[config.mk]
export PLATFORM = sky130hd
export DESIGN_NAME = r16_rom_const_fetch_flat
export DESIGN_NICKNAME = d
export VERILOG_FILES = /design/src/rtl/r16_rom_const_fetch_if.sv /design/src/rtl/r16_rom_const_fetch.sv /design/src/flat_wrapper.sv
export SDC_FILE = /design/constraint.sdc
export NUM_CORES = 1
export LEC_CHECK = 0
export CORE_AREA = 2 2 746 748
export DETAILED_ROUTE_END_ITERATION = 16
export DIE_AREA = 0 0 748 750
export PLACE_DENSITY = 0.33
export RECOVER_POWER = 25
export SKIP_CTS_REPAIR_TIMING = 1
export SYNTH_ARGS = -nofsm -noshare
export SYNTH_HDL_FRONTEND = slang
export SYNTH_SLANG_ARGS = --single-unit
[constraint.sdc]
create_clock -name clk -period 2.07 [get_ports clk]
set_input_delay 0.207 -clock clk [delete_from_list [all_inputs] [get_ports clk]]
set_output_delay 0.207 -clock clk [all_outputs]
set_load 0.05 [all_outputs]
[src/rtl/r16_rom_const_fetch_if.sv]
// Bundle between the constant-ROM fetch sequencer and its neighbours (control, ROM bank, delay pipe).
// Latency: none, wires only.
// Backpressure: stall travels master-ward; there is no ready on the constant outputs.
interface r16_rom_const_fetch_if #(
  parameter int P_WIDTH  = 64,
  parameter int SD_WIDTH = 128,
  parameter int IDX_W    = 10,
  parameter int STAGE_W  = 2
);
  logic                       start;
  logic [STAGE_W-1:0]         stage_sel;
  logic                       stall;
  logic                       busy;

  logic                       rom_rd_en;
  logic [STAGE_W+IDX_W-1:0]   rom_addr;
  logic [P_WIDTH-1:0]         ROM0_data;
  logic [SD_WIDTH-1:0]        ROM1_data, ROM2_data, ROM3_data, ROM4_data;
  logic [SD_WIDTH-1:0]        ROM5_data, ROM6_data, ROM7_data;

  logic [P_WIDTH-1:0]         ROM0_const_out;
  logic [SD_WIDTH-1:0]        ROM1_const_out, ROM2_const_out, ROM3_const_out, ROM4_const_out;
  logic [SD_WIDTH-1:0]        ROM5_const_out, ROM6_const_out, ROM7_const_out;
  logic                       const_valid;
  logic                       const_last;

  // Fetch sequencer side.
  modport master (
    input  start, stage_sel, stall,
    input  ROM0_data, ROM1_data, ROM2_data, ROM3_data, ROM4_data, ROM5_data, ROM6_data, ROM7_data,
    output busy, rom_rd_en, rom_addr,
    output ROM0_const_out, ROM1_const_out, ROM2_const_out, ROM3_const_out,
    output ROM4_const_out, ROM5_const_out, ROM6_const_out, ROM7_const_out,
    output const_valid, const_last
  );

  // Controller / ROM bank / delay-pipe side.
  modport slave (
    output start, stage_sel, stall,
    output ROM0_data, ROM1_data, ROM2_data, ROM3_data, ROM4_data, ROM5_data, ROM6_data, ROM7_data,
    input  busy, rom_rd_en, rom_addr,
    input  ROM0_const_out, ROM1_const_out, ROM2_const_out, ROM3_const_out,
    input  ROM4_const_out, ROM5_const_out, ROM6_const_out, ROM7_const_out,
    input  const_valid, const_last
  );
endinterface

[src/rtl/r16_rom_const_fetch.sv]
// Sequences one FFT stage of reads from eight synchronous constant ROMs and registers the words.
// Latency: start edge E0 -> rom_rd_en after E1 -> const_valid after E3; one entry per cycle unstalled.
// Backpressure: stall pauses address issue only; reads in flight still drain. Macro CONST_ZERO_IDLE_EN zeroes outputs in non-valid cycles.
module r16_rom_const_fetch #(
  parameter int P_WIDTH     = 64,
  parameter int SD_WIDTH    = 128,
  parameter int IDX_W       = 10,
  parameter int NUM_ENTRIES = 1024,
  parameter int STAGE_W     = 2
) (
  input  logic                 clk,
  input  logic                 rst_n,
  r16_rom_const_fetch_if.master bus
);
  localparam int AW = STAGE_W + IDX_W;
  localparam logic [IDX_W-1:0] LAST_IDX = IDX_W'(NUM_ENTRIES - 1);

  typedef enum logic [1:0] {S_IDLE, S_FETCH, S_DRAIN} state_e;

  state_e                       state_q, state_d;
  logic [IDX_W-1:0]             idx_q, idx_d;
  logic [STAGE_W-1:0]           stage_q, stage_d;
  logic                         busy_q, busy_d;
  logic                         rd_en_q, rd_en_d;
  logic [AW-1:0]                addr_q, addr_d;
  logic                         rd_last_q, rd_last_d;
  logic                         rd_d1_q, rd_d1_d;
  logic                         last_d1_q, last_d1_d;
  logic                         cvalid_q, cvalid_d;
  logic                         clast_q, clast_d;
  logic [P_WIDTH-1:0]           c0_q, c0_d;
  logic [7:1][SD_WIDTH-1:0]     csd_q, csd_d;
  logic [7:1][SD_WIDTH-1:0]     rom_sd;
  logic                         last_idx;

  assign rom_sd   = {bus.ROM7_data, bus.ROM6_data, bus.ROM5_data, bus.ROM4_data,
                     bus.ROM3_data, bus.ROM2_data, bus.ROM1_data};
  assign last_idx = (idx_q == LAST_IDX);

  // State register.
  always_ff @(posedge clk or negedge rst_n) begin
    if (!rst_n) state_q <= S_IDLE;
    else        state_q <= state_d;
  end

  // Next state: leave FETCH once the final address goes out, leave DRAIN on the const_last cycle.
  always_comb begin
    state_d = state_q;
    case (state_q)
      S_IDLE:  if (bus.start)                state_d = S_FETCH;
      S_FETCH: if (!bus.stall && last_idx)   state_d = S_DRAIN;
      S_DRAIN: if (clast_q)                  state_d = S_IDLE;
      default:                               state_d = S_IDLE;
    endcase
  end

  // Outputs: address issue per state, then the fixed two-stage return pipe with the last tag riding along.
  always_comb begin
    idx_d     = idx_q;
    stage_d   = stage_q;
    busy_d    = busy_q;
    rd_en_d   = 1'b0;
    addr_d    = addr_q;
    rd_last_d = 1'b0;
    case (state_q)
      S_IDLE: begin
        if (bus.start) begin
          stage_d = bus.stage_sel;
          idx_d   = '0;
          busy_d  = 1'b1;
        end
      end
      S_FETCH: begin
        if (!bus.stall) begin
          rd_en_d   = 1'b1;
          addr_d    = {stage_q, idx_q};
          rd_last_d = last_idx;
          // Hold at the last index so idx never wraps inside a stage.
          if (!last_idx) idx_d = idx_q + 1'b1;
        end
      end
      S_DRAIN: begin
        if (clast_q) busy_d = 1'b0;
      end
      default: ;
    endcase

    rd_d1_d   = rd_en_q;
    last_d1_d = rd_last_q;
    cvalid_d  = rd_d1_q;
    clast_d   = rd_d1_q & last_d1_q;
    if (rd_d1_q) begin
      c0_d  = bus.ROM0_data;
      csd_d = rom_sd;
    end else begin
`ifdef CONST_ZERO_IDLE_EN
      c0_d  = '0;
      csd_d = '0;
`else
      c0_d  = c0_q;
      csd_d = csd_q;
`endif
    end
  end

  // Datapath and control registers; everything clears on reset so no partial fetch survives.
  always_ff @(posedge clk or negedge rst_n) begin
    if (!rst_n) begin
      idx_q     <= '0;
      stage_q   <= '0;
      busy_q    <= 1'b0;
      rd_en_q   <= 1'b0;
      addr_q    <= '0;
      rd_last_q <= 1'b0;
      rd_d1_q   <= 1'b0;
      last_d1_q <= 1'b0;
      cvalid_q  <= 1'b0;
      clast_q   <= 1'b0;
      c0_q      <= '0;
      csd_q     <= '0;
    end else begin
      idx_q     <= idx_d;
      stage_q   <= stage_d;
      busy_q    <= busy_d;
      rd_en_q   <= rd_en_d;
      addr_q    <= addr_d;
      rd_last_q <= rd_last_d;
      rd_d1_q   <= rd_d1_d;
      last_d1_q <= last_d1_d;
      cvalid_q  <= cvalid_d;
      clast_q   <= clast_d;
      c0_q      <= c0_d;
      csd_q     <= csd_d;
    end
  end

  assign bus.busy           = busy_q;
  assign bus.rom_rd_en      = rd_en_q;
  assign bus.rom_addr       = addr_q;
  assign bus.const_valid    = cvalid_q;
  assign bus.const_last     = clast_q;
  assign bus.ROM0_const_out = c0_q;
  assign bus.ROM1_const_out = csd_q[1];
  assign bus.ROM2_const_out = csd_q[2];
  assign bus.ROM3_const_out = csd_q[3];
  assign bus.ROM4_const_out = csd_q[4];
  assign bus.ROM5_const_out = csd_q[5];
  assign bus.ROM6_const_out = csd_q[6];
  assign bus.ROM7_const_out = csd_q[7];
endmodule

[src/flat_wrapper.sv]
// flat-port wrapper written by rule: the top's interface ports become plain ports
module r16_rom_const_fetch_flat 
#(
  parameter int P_WIDTH     = 64,
  parameter int SD_WIDTH    = 128,
  parameter int IDX_W       = 10,
  parameter int NUM_ENTRIES = 1024,
  parameter int STAGE_W     = 2
)
  (clk, rst_n, bus_start, bus_stage_sel, bus_stall, bus_ROM0_data, bus_ROM1_data, bus_ROM2_data, bus_ROM3_data, bus_ROM4_data, bus_ROM5_data, bus_ROM6_data, bus_ROM7_data, bus_busy, bus_rom_rd_en, bus_rom_addr, bus_ROM0_const_out, bus_ROM1_const_out, bus_ROM2_const_out, bus_ROM3_const_out, bus_ROM4_const_out, bus_ROM5_const_out, bus_ROM6_const_out, bus_ROM7_const_out, bus_const_valid, bus_const_last);
  r16_rom_const_fetch_if #(.P_WIDTH(P_WIDTH), .SD_WIDTH(SD_WIDTH), .IDX_W(IDX_W), .STAGE_W(STAGE_W)) bus_i ();
  input  logic clk;
  input  logic rst_n;
  input wire logic [$bits(bus_i.start)-1:0] bus_start;
  input wire logic [$bits(bus_i.stage_sel)-1:0] bus_stage_sel;
  input wire logic [$bits(bus_i.stall)-1:0] bus_stall;
  input wire logic [$bits(bus_i.ROM0_data)-1:0] bus_ROM0_data;
  input wire logic [$bits(bus_i.ROM1_data)-1:0] bus_ROM1_data;
  input wire logic [$bits(bus_i.ROM2_data)-1:0] bus_ROM2_data;
  input wire logic [$bits(bus_i.ROM3_data)-1:0] bus_ROM3_data;
  input wire logic [$bits(bus_i.ROM4_data)-1:0] bus_ROM4_data;
  input wire logic [$bits(bus_i.ROM5_data)-1:0] bus_ROM5_data;
  input wire logic [$bits(bus_i.ROM6_data)-1:0] bus_ROM6_data;
  input wire logic [$bits(bus_i.ROM7_data)-1:0] bus_ROM7_data;
  output wire logic [$bits(bus_i.busy)-1:0] bus_busy;
  output wire logic [$bits(bus_i.rom_rd_en)-1:0] bus_rom_rd_en;
  output wire logic [$bits(bus_i.rom_addr)-1:0] bus_rom_addr;
  output wire logic [$bits(bus_i.ROM0_const_out)-1:0] bus_ROM0_const_out;
  output wire logic [$bits(bus_i.ROM1_const_out)-1:0] bus_ROM1_const_out;
  output wire logic [$bits(bus_i.ROM2_const_out)-1:0] bus_ROM2_const_out;
  output wire logic [$bits(bus_i.ROM3_const_out)-1:0] bus_ROM3_const_out;
  output wire logic [$bits(bus_i.ROM4_const_out)-1:0] bus_ROM4_const_out;
  output wire logic [$bits(bus_i.ROM5_const_out)-1:0] bus_ROM5_const_out;
  output wire logic [$bits(bus_i.ROM6_const_out)-1:0] bus_ROM6_const_out;
  output wire logic [$bits(bus_i.ROM7_const_out)-1:0] bus_ROM7_const_out;
  output wire logic [$bits(bus_i.const_valid)-1:0] bus_const_valid;
  output wire logic [$bits(bus_i.const_last)-1:0] bus_const_last;
  assign bus_i.start = bus_start;
  assign bus_i.stage_sel = bus_stage_sel;
  assign bus_i.stall = bus_stall;
  assign bus_i.ROM0_data = bus_ROM0_data;
  assign bus_i.ROM1_data = bus_ROM1_data;
  assign bus_i.ROM2_data = bus_ROM2_data;
  assign bus_i.ROM3_data = bus_ROM3_data;
  assign bus_i.ROM4_data = bus_ROM4_data;
  assign bus_i.ROM5_data = bus_ROM5_data;
  assign bus_i.ROM6_data = bus_ROM6_data;
  assign bus_i.ROM7_data = bus_ROM7_data;
  assign bus_busy = bus_i.busy;
  assign bus_rom_rd_en = bus_i.rom_rd_en;
  assign bus_rom_addr = bus_i.rom_addr;
  assign bus_ROM0_const_out = bus_i.ROM0_const_out;
  assign bus_ROM1_const_out = bus_i.ROM1_const_out;
  assign bus_ROM2_const_out = bus_i.ROM2_const_out;
  assign bus_ROM3_const_out = bus_i.ROM3_const_out;
  assign bus_ROM4_const_out = bus_i.ROM4_const_out;
  assign bus_ROM5_const_out = bus_i.ROM5_const_out;
  assign bus_ROM6_const_out = bus_i.ROM6_const_out;
  assign bus_ROM7_const_out = bus_i.ROM7_const_out;
  assign bus_const_valid = bus_i.const_valid;
  assign bus_const_last = bus_i.const_last;
  r16_rom_const_fetch #(.P_WIDTH(P_WIDTH), .SD_WIDTH(SD_WIDTH), .IDX_W(IDX_W), .NUM_ENTRIES(NUM_ENTRIES), .STAGE_W(STAGE_W)) u_core (.clk(clk), .rst_n(rst_n), .bus(bus_i));
endmodule
Yosys cells after proc, flatten, opt, wreduce, memory -nomap -nowiden
Index checks and enable logic that the tools add are counted.

Register bits: 993. Input port bits: 966.

$add $sub $neg: 1. Eq/ne operators: 8. Mux-type cells: 15. Bitwise operators: 2. Reduce and logical (&&, ||, !) cells: 10.

Operators with widths (count): 2-to-1 mux 10 bit (3); case mux 10 bit (2 select lines) (1); adder 10 x 1 -> 10 bit, second input constant (1); == test 10 bit, second input constant (1); 2-to-1 mux 1 bit (6); 2-to-1 mux 2 bit (3); inequality test 2 bit, second input constant (3); case mux 2 bit (3 select lines) (1); AND reduction 3 bit (2); inequality test 2 x 1 -> 1 bit, second input constant (2); AND reduction 2 bit (2); AND reduction 4 bit (1); nonzero test 2 bit (2); == test 2 x 1 -> 1 bit, second input constant (1); == test 2 bit, second input constant (1); zero test 2 bit (1); case mux 1 bit (2 select lines) (1); AND 1 bit (1); logical AND 1 bit (1); zero test 1 bit (1); inverter 1 bit (1).

Depth between registers and ports, before layout
Depth after elaboration: 4. Mapped depth: 6. Gate-level depth less buffers: 5.

Worst setup path after synthesis
Ideal clock, no wire load.

Path type: register to register. Start: reg u_core.idx_q[0]. End: reg u_core.idx_q[9]. Setup time: 0.133 ns. Data arrival time: 1.362 ns. Required time: 1.937 ns. Slack: 0.575 ns. Stages on the path, launching flop included: 6. Path buffers: 0. Clock period less this slack: 1.495 ns. Cells stage by stage: dfrtp_1 > ha_1 > and3_1 > and3_1 > o31ai_1 > o21ai_0.

Cells in the longest elaborated chain, start to end: 4. Elaborated cells on any way between the ends: 7. Classes of those cells: 1 x add/sub; 2 x eq/ne; 3 x mux; 1 x reduce/logical.

RTL lines: start, declared (RTL line r16_rom_const_fetch.sv:21) `logic [IDX_W-1:0] idx_q, idx_d;`; start signal, assigned (RTL line r16_rom_const_fetch.sv:122) `idx_q <= idx_d;`; adder 10 x 1 -> 10 bit (RTL line r16_rom_const_fetch.sv:79) `if (!last_idx) idx_d = idx_q + 1'b1;`; 2-to-1 mux 10 bit (RTL line r16_rom_const_fetch.sv:79); 2-to-1 mux 10 bit (RTL line r16_rom_const_fetch.sv:74) `if (!bus.stall) begin`; case mux 10 bit (2 select lines) (RTL line r16_rom_const_fetch.sv:65) `case (state_q)`.

Parallel ways exist; a longest one is shown, timed or not. The select of a mux whose other input is x is not followed. A chain may end at the register's enable or synchronous reset.

Worst setup path after layout
Start: reg u_core.csd_q, in the netlist u_core.bus.ROM3_const_out[47]. End: out bus_ROM3_const_out[47].

RTL lines: start, declared (RTL line r16_rom_const_fetch.sv:32) `logic [7:1][SD_WIDTH-1:0] csd_q, csd_d;`; start signal, assigned (RTL line r16_rom_const_fetch.sv:133) `csd_q <= csd_d;`; end, declared (RTL line flat_wrapper.sv:31) `output wire logic [$bits(bus_i.ROM3_const_out)-1:0] bus_ROM3_const_out;`.

No word-level cell between the ends.

==> Implementation_results.wiki <==
{| class="wikitable"
! Metric !! Value
|-
| Clock Latency Late Sink || between 800 and 900 ps
|-
| Detailed Routing Iterations Pass 1 || 5
|-
| CP max FO || 2
|-
| Proportion of register bits with asynchronous set or reset after synthesis || 100.0%
|-
| Worst relative slew slack || under 10%
|-
| Top cell types by occurrence after synthesis || sky130_fd_sc_hd__dfrtp_1 (993), sky130_fd_sc_hd__mux2_2 (962), sky130_fd_sc_hd__buf_2 (95), sky130_fd_sc_hd__nand2_1 (37), sky130_fd_sc_hd__buf_4 (17)
|-
| Design Area, Final || about 80000 sq um
|-
| Die Area || ~560000 sq um
|-
| Util after Layout || 14.53%
|-
| IO Port Bufs || 1941
|-
| Number of fillers in the final layout || 61921
|-
| Endpoint arrival time on the critical path || about 1800 ps
|-
| Pin count of the biggest net entering global routing || 96
|-
| Area share of fa/ha/maj cells after synthesis || less than 1%
|-
| Worst Setup EP || bus_ROM3_const_out[47]
|-
| CP Buf/Inv Count || 1
|-
| Die extent in y || about 750 microns
|-
| Row Count || 274
|-
| Antenna violations before repair || about 170
|-
| Syn Nets || ~3100
|-
| Part of the cycle the worst path needs || a little over nine tenths
|-
| Share of final-layout standard cells stronger than drive strength 1 || about 30%
|-
| Wire length of the first global-routing pass || 316.3 mm
|-
| Cell chosen for the clock root || sky130_fd_sc_hd__clkbuf_16
|-
| Number of top-level pins || 1942
|-
| Final HPWL from detailed placement || around 210 mm
|-
| Hold Path Class || in2reg
|-
| Die Width || around 750 microns
|-
| Fraction of synthesized area in multiplexers || between 20 and 30%
|-
| Part of the Yosys area used for sequential elements || 67.41%
|-
| Total placed instance area || ~66000 sq um
|-
| Parity-gate share of the synthesized area counting xor and xnor cells || 0%
|-
| Number of global-route vias before repair || 30613
|-
| Start of the worst register-to-register path || u_core.state_q[0]$_DFFE_PN0P_
|-
| Post-synthesis compound-gate area fraction || less than 1%
|-
| Final slew viol count || 0
|-
| H-tree levels || 4
|-
| Max IR drop VDD || between 500 and 600 uV
|-
| Worst-case register-to-register setup slack || about 330 ps
|-
| Pin slew with the least headroom to its limit || around 1400 ps
|-
| Total power consumption of the routed design || approximately 50 mW
|-
| Routed wire length per instance || approximately 20 microns
|-
| Flip-flop cell with the highest count after synthesis || sky130_fd_sc_hd__dfrtp_1
|-
| Cells after Synth || 2171
|-
| Required time reported for the critical path endpoint || roughly 1900 ps
|-
| Avg Vias per Cell || about 2.5
|-
| Status || finished, final reports clean
|-
| Final critical delay including setup and external delays || approximately 2000 ps
|-
| Max-cap viol count || 0
|-
| CP Class || reg2out
|-
| Final WL || around 250 mm
|-
| Largest family of logic cells by synthesized area || multiplexers
|-
| Min-Delay Path Depth || 2
|-
| Type of element launching the critical path || flop
|-
| Leak Pwr || between 40 and 50 nW
|-
| Yosys top cell area share || roughly two thirds
|-
| Post-Synth Simple-Gate Area || less than 1%
|-
| Post-placement worst setup slack || approximately 210 ps
|-
| Syn Std Cell Area || 36860 sq um
|-
| Drc violations || 0
|-
| Count of flip-flops with a built-in enable after synthesis || 0
|-
| Register clock-pin slew on the reported worst setup and hold paths || 50 ps
|-
| Post-synthesis to final-layout area growth || 118.4%
|-
| Mean instance size in the synthesized netlist || between 15 and 20 sq um
|-
| Worst setup slack after layout || 115.8 ps
|-
| Cell depth of the worst flop-to-flop path || 4
|-
| Vias after detailed routing || approximately 31000
|-
| Final GP Congestion || between 0.8 and 0.9
|-
| Number of clock sinks || slightly below 1000
|-
| Violation count after the first detailed-routing iteration || approximately 1100
|-
| Max frequency || between 0.5 and 0.6 GHz
|-
| Flops & latches, synth || 993
|-
| Floorplan Core Area || approximately 550000 sq um
|-
| CTS max path bufs || 4
|-
| Critical Path Start || u_core.bus.ROM3_const_out[47]$_DFFE_PN0P_
|-
| Finished Layout Cells || 12560
|-
| Number of hold violations in the final report || 0
|-
| Number of buffers created by CTS || 147
|-
| Number of warnings reported in the yosys synthesis log || 0
|-
| Aggregate global-route resource usage || around 8.4%
|-
| Power density over cell area || 619.1 nW/um^2
|-
| Net count reported at finish || a little over 6000
|-
| TritonCTS clock tree || yes
|-
| Post-DRT Antenna Nets || 0
|-
| Cell breakdown of the critical path || dlymetal6s2s_1
|-
| Leading area contributor after synthesis || sky130_fd_sc_hd__dfrtp_1
|-
| Endpoint of the most critical register-to-register path || u_core.idx_q[5]$_DFFE_PN0P_
|-
| Critical path depth in cells || 1
|-
| Setup violators final || 0
|-
| Critical path's top delay family || buffers and inverters
|-
| Worst hold slack || 57.40 ps
|-
| Number of unique standard cell types used by synthesis || 35
|-
| Worst-path cell with the longest stage delay || sky130_fd_sc_hd__dlymetal6s2s_1
|-
| Stage delay of the slowest cell on the critical path || 470 ps
|-
| Post-Route Setup TNS || 0 ps
|-
| Number of placed instances, taps included || about 11000
|-
| Maximum clock skew at final layout || roughly 52 ps
|-
| Critical Path Sink Type || output port
|-
| Total overflow reported by the global router || 0
|-
| Top cells by area in the synthesized netlist || sky130_fd_sc_hd__dfrtp_1 (67%), sky130_fd_sc_hd__mux2_2 (29%), sky130_fd_sc_hd__buf_2 (1.3%)
|-
| Most frequent cell after synthesis || sky130_fd_sc_hd__dfrtp_1
|-
| Effective utilization at floorplan || ~6.7%
|}
==> power breakdown <==
| part | total, mW | leakage [nW] | internal, mW | switching, mW |
|---|---|---|---|---|
| logic | 4.17 | 30.9 | 2.70 | 1.46 |
| registers | 19.4 | 13.9 | 19.4 | 0.00234 |
| clock network | 26.2 | 2.38 | 15.6 | 10.7 |
| total | 49.8 | 47.1 | 37.7 | 12.2 |
==> metal layers <==
metal  up-vias  GRT usage [%]  share of wire, %
met5         -              0              0.30
met4       118          1.731               2.4
met3       426          5.290                11
met2      1535          14.18                48
met1     15487          8.840                38
li1      13664              -                 -
==> cells in the final DEF, fill, tap and decap left out, types with 2 or more instances in the layout <==
| master | instances |
|---|---|
| sky130_fd_sc_hd__diode_2 | 32 |
| sky130_fd_sc_hd__a31oi_1 | 3 |
| sky130_fd_sc_hd__dlymetal6s2s_1 | 735 |
| sky130_fd_sc_hd__a41oi_1 | 2 |
| sky130_fd_sc_hd__nand2b_1 | 4 |
| sky130_fd_sc_hd__buf_12 | 28 |
| sky130_fd_sc_hd__clkbuf_8 | 29 |
| sky130_fd_sc_hd__a21oi_1 | 6 |
| sky130_fd_sc_hd__clkbuf_1 | 45 |
| sky130_fd_sc_hd__mux2_2 | 962 |
| sky130_fd_sc_hd__o21ai_0 | 9 |
| sky130_fd_sc_hd__clkinv_8 | 6 |
| sky130_fd_sc_hd__dfrtp_1 | 990 |
| sky130_fd_sc_hd__nand3_1 | 5 |
| sky130_fd_sc_hd__and3_1 | 4 |
| sky130_fd_sc_hd__nor2_1 | 5 |
| sky130_fd_sc_hd__nand2_1 | 37 |
| sky130_fd_sc_hd__clkbuf_16 | 148 |
| sky130_fd_sc_hd__nand4_1 | 3 |
| sky130_fd_sc_hd__dlygate4sd3_1 | 836 |
| sky130_fd_sc_hd__inv_6 | 5 |
| sky130_fd_sc_hd__clkinvlp_4 | 8 |
| sky130_fd_sc_hd__clkdlybuf4s50_1 | 964 |
| sky130_fd_sc_hd__bufinv_16 | 10 |
| sky130_fd_sc_hd__clkinv_2 | 15 |
| sky130_fd_sc_hd__dfrtp_2 | 2 |
| sky130_fd_sc_hd__clkbuf_4 | 6 |
| sky130_fd_sc_hd__buf_4 | 265 |
| sky130_fd_sc_hd__clkbuf_2 | 49 |
| sky130_fd_sc_hd__clkinv_16 | 2 |
| sky130_fd_sc_hd__buf_6 | 2 |
| sky130_fd_sc_hd__inv_1 | 6 |
==> worst min path at each step <==
stage,start,to
5_1_grt,bus_ROM4_data[7],u_core.bus.ROM4_const_out[7]$_DFFE_PN0P_
2_1_floorplan,rst_n,u_core.bus.ROM0_const_out[0]$_DFFE_PN0P_
3_5_place_dp,rst_n,u_core.bus.ROM2_const_out[60]$_DFFE_PN0P_
6_report,bus_ROM6_data[45],u_core.bus.ROM6_const_out[45]$_DFFE_PN0P_
3_3_place_gp,rst_n,u_core.bus.ROM2_const_out[60]$_DFFE_PN0P_
4_1_cts,rst_n,u_core.bus.ROM2_const_out[86]$_DFFE_PN0P_
==> state kept, by name, summed over array words and instances, names as in the netlist, 10 cells and up <==
signal                     count
u_core.bus.ROM0_const_out     64
u_core.bus.ROM1_const_out    128
u_core.bus.ROM2_const_out    128
u_core.bus.ROM3_const_out    128
u_core.bus.ROM4_const_out    128
u_core.bus.ROM5_const_out    128
u_core.bus.ROM6_const_out    128
u_core.bus.ROM7_const_out    128
u_core.bus.rom_addr           12
u_core.idx_q                  10
==> area by class of cell <==
class | instances | area [sq um] | area share [%]
flip-flops and latches | 993 | 24860 | 30.87
clock buffers | 211 | 4230 | 5.254
multi-input cells | 1059 | 11380 | 14.13
repair buffers | 2896 | 30120 | 37.41
clock inverters | 49 | 676.9 | 0.8408
diodes | 32 | 80.08 | 0.09946
inverters | 6 | 22.52 | 0.02797
well taps | 7314 | 9151 | 11.37
==> logic make-up (layout without fill, tap and decap cells) <==
group           after synthesis  after routing
flops                       993            993
mux                         963            963
buf+inv                     119           3162
simple gates                 65             65
compound gates               30             30
fa+ha+maj                     1              1
other cells                   0             32
Power figures use the tool's default switching activity.
